**src/rtl/flopr_pkg.sv**
```systemverilog
// Shared constants for the generic register slice.
// The processor-wide data width (64) is passed in by the datapath, not taken from here.
package flopr_pkg;

   localparam int DEFAULT_WIDTH = 8;

endpackage

```
**src/rtl/flopr.sv**
```systemverilog
// Parameterized D register with synchronous active-high reset.
// Used for the program counter and other registered values of the single-cycle datapath.
module flopr
   import flopr_pkg::*;
#(
   parameter int                WIDTH       = DEFAULT_WIDTH,
   parameter logic [WIDTH-1:0]  RESET_VALUE = '0
) (
   input  logic             clk,
   input  logic             reset,
   input  logic [WIDTH-1:0] d,
   output logic [WIDTH-1:0] q
);

   logic [WIDTH-1:0] data_d;
   logic [WIDTH-1:0] data_q;

   always_comb begin
      data_d = d;
   end

   // Reset is checked only at the clock edge and overrides d; X/Z on d pass through.
   always_ff @(posedge clk) begin
      if (reset) begin
         data_q <= RESET_VALUE;
      end else begin
         data_q <= data_d;
      end
   end

   assign q = data_q;

endmodule

```
**config.mk**
```make
export PLATFORM = sky130hd
export DESIGN_NAME = flopr
export DESIGN_NICKNAME = d
export VERILOG_FILES = /design/src/rtl/flopr_pkg.sv /design/src/rtl/flopr.sv
export SDC_FILE = /design/constraint.sdc
export NUM_CORES = 1
export LEC_CHECK = 0
export CAP_MARGIN = 20
export CORE_AREA = 2 2 39 41
export DETAILED_ROUTE_END_ITERATION = 6
export DIE_AREA = 0 0 41 43
export PLACE_DENSITY = 0.51
export SLEW_MARGIN = 20
export SYNTH_ARGS = -nofsm -noshare
export SYNTH_HDL_FRONTEND = slang
export SYNTH_SLANG_ARGS = --single-unit
export TNS_END_PERCENT = 1
```
**constraint.sdc**
```tcl
create_clock -name clk -period 0.8 [get_ports clk]
set_input_delay 0.12 -clock clk [delete_from_list [all_inputs] [get_ports clk]]
set_output_delay 0.12 -clock clk [all_outputs]
set_load 0.01 [all_outputs]
```
Word-level counts from Yosys, hierarchy flattened
Cells that the tools add are included.
{"block": "totals", "ff_bits": 8, "elab_cells": 1, "inputBits": 10}

Longest topological paths before layout
{"block": "logic_depth", "word_depth": 0, "depth_mapped": 1, "depth_no_buf": 1}

Worst setup path after synthesis
Ideal clock, no wire load.
{"block": "synth_timing", "path_type": "register -> output", "from": "reg data_q[0], in the netlist q[0]", "to": "out q[0]", "path_slack_ns": 0.349, "required_time_ns": 0.680, "stages_incl_launch_ff": 1, "arrival_time_ns": 0.331, "path_buffers": 0, "path_cell_list": "dfxtp_1"}
{"element": "start: declaration", "line": "flopr.sv:16", "text": "logic [WIDTH-1:0] data_q;"}
{"element": "start signal: assignment", "line": "flopr.sv:27", "text": "data_q <= data_d;"}
{"element": "end: declaration", "line": "flopr.sv:12", "text": "output logic [WIDTH-1:0] q"}
No word-level cell between the ends.

Worst setup path in the final report
{"block": "layout_timing", "from": "reg data_q[0], in the netlist q[0]", "to": "out q[0]"}
No word-level cell between the ends.

==> results.toml <==
[outcome]
status = "finished, final reports clean"

[power_and_ir_drop]
switching_share_pct = 19.2
power.density_nw_per_um2 = 2000
p_switching_mw = 0.158
pwr-share-seq_pct = 52.1
p_leak_nw = 0.178
clkPwrFrac_pct = 35.2
intPower_mw = 0.667
p_comb_share_pct = 12.7
peakVddDrop_uv = 453

[finish]
diodes = 0
largest_reg_flops = 8
n_fill_cell = 149
layout.nets = 48
drive_gt1_share_pct = 41.7
syn2layout_area_growth_pct = 96.4

[synth]
syn_area_sq_um = 210
avgSynthCellArea_sq_um = 13.1
syn_nets = 26
synth_cells = 16
yosysSeqAreaShare_pct = 76.2
ys_ff_latch = 8
synth.distinct_cells = 2
synth_warnings = 0

[floorplan]
core_area_sq_um = 1380
die_h_microns = 43
die_x_microns = 41
floorplan.initialDensity_pct = 15.2
ioPinCount = 18
core.rowCount = 14
dieArea_sq_um = 1760

[timing]
fin_tns_setup_ps = 0
worst_pin_slew_ps = 256
slew_violations = 0
hold_viol_final = 0
max_freq_ghz = 1.27
rsz0062_at_grt = "true"
whs_ps = 427
period_share_pct = 98.7
period_minus_slack_ps = 789
setup-violations-final = 0
slew_headroom_pct = 82.9

[hold_path]
min_to = "q[4]$_SDFF_PP0_"
min-delay-start = "d[4]"
holdPathStages = 2
hp-class = "input pin to register"

[place]
io_buffers = 17
gp_congestion = 0.519

[global_route]
grt_pass1_vias = 198
antenna_found_initial = 0
grt_use_total_pct = 6.22
grt_max_degree = 9
globalRouteOverflowTotal = 0
grt_pass1_wl_microns = 662

[clocking]
cts_sinks = 8
clockBufferDepth = 2
cts_tree = "built"
cts_resized = 34
hold_buffers = 0
numCtsBuffers = 3
h-tree-depth = 1
cts_root_buf = "clkbuf_4"
post-cts-setup-buffer-count = 0
clk_pin_slew_ps = 50

[worst_setup_path]
cp_cell_sequence = "buf_6"
required_ps = 680
crit_buf_inv = 1
critPathCaptureType = "output pin"
critPathTopFamily = "flip-flops"
arrival_ps = 670
worstSetupStartpointType = "register"
critPathMaxFanout = 1
max_stage_delay_ps = 320
cp_slowest_cell = "dfxtp_2"
crit_type = "register to output pin"

[routing]
wl_per_cell_microns = 9.79
drt_iter0_drc = 1
finalWirelength_microns = 509
routed_via_density = 3.46
route.detailed.drc = 0
ant_nets = 0
drtPass1Iterations = 2
vias = 180

[job]
drv_cap = 0
[power by group through the flow]
stage | sequential (mW) | combinational [mW] | clock [mW]
after floorplan | 0.446 | 0.0132 | 0
after global placement | 0.434 | 0.115 | 0
after detailed placement | 0.435 | 0.115 | 0
after CTS | 0.427 | 0.0985 | 0.312
after global routing | 0.432 | 0.114 | 0.323
final | 0.430 | 0.105 | 0.290
[cells in the mapped netlist]
library cell / number / area [sq um]
nor2b_1: 8 / 50.1
dfxtp_1: 8 / 160
[metal layers]
metal | vias to the layer above | global-route usage [%] | wire [microns]
met2 | 15 | 10.0 | 241
met3 | 0 | 3.14 | 98
li1 | 88 | - | -
met5 | - | 0 | 0
met1 | 77 | 3.86 | 170
met4 | 0 | 8.00 | 0
[final cells by class]
type                    instances  area [sq um]  share of cell area [%]
flip-flops and latches          8           165                    40.0
clock buffers                   3          22.5                    5.45
multi-input cells               8          50.0                    12.1
repair buffers                 17           155                    37.6
well taps                      16          20.0                    4.85
[worst max-delay path by stage]
| stage | from | end | slack [ps] | depth (start not counted) |
|---|---|---|---|---|
| after floorplan | q[0]$_SDFF_PP0_ | q[0] | 350 | 0 |
| after global placement | q[7]$_SDFF_PP0_ | q[7] | -140 | 1 |
| after detailed placement | q[0]$_SDFF_PP0_ | q[0] | -160 | 1 |
| after CTS | q[6]$_SDFF_PP0_ | q[6] | -7 | 1 |
| after global routing | q[6]$_SDFF_PP0_ | q[6] | -20 | 1 |
| final | q[0]$_SDFF_PP0_ | q[0] | 10 | 1 |
[cell usage in the layout, fill, tap and decap left out, drive strengths merged]
| master | count |
|---|---|
| clkbuf | 3 |
| buf | 8 |
| nor2b | 8 |
| dfxtp | 8 |
| clkdlybuf4s50 | 9 |
[kinds of logic after synthesis]
group,Yosys count,synth area share (%)
DFF,8,76.2
and+or+nand+nor,8,23.8
[per-stage QoR]
stage	worst slack (ps)	util, %	total power, mW	instance area (sq um)	instances
2_1_floorplan	349	-	0.459	210	16
3_3_place_gp	-145	28.9	0.549	400	49
3_5_place_dp	-158	28.9	0.550	400	49
4_1_cts	-6.95	28.2	0.837	390	52
5_1_grt	-20.9	29.8	0.869	413	52
6_report	10.5	29.8	0.825	413	52
Power figures use the tool's default switching activity.
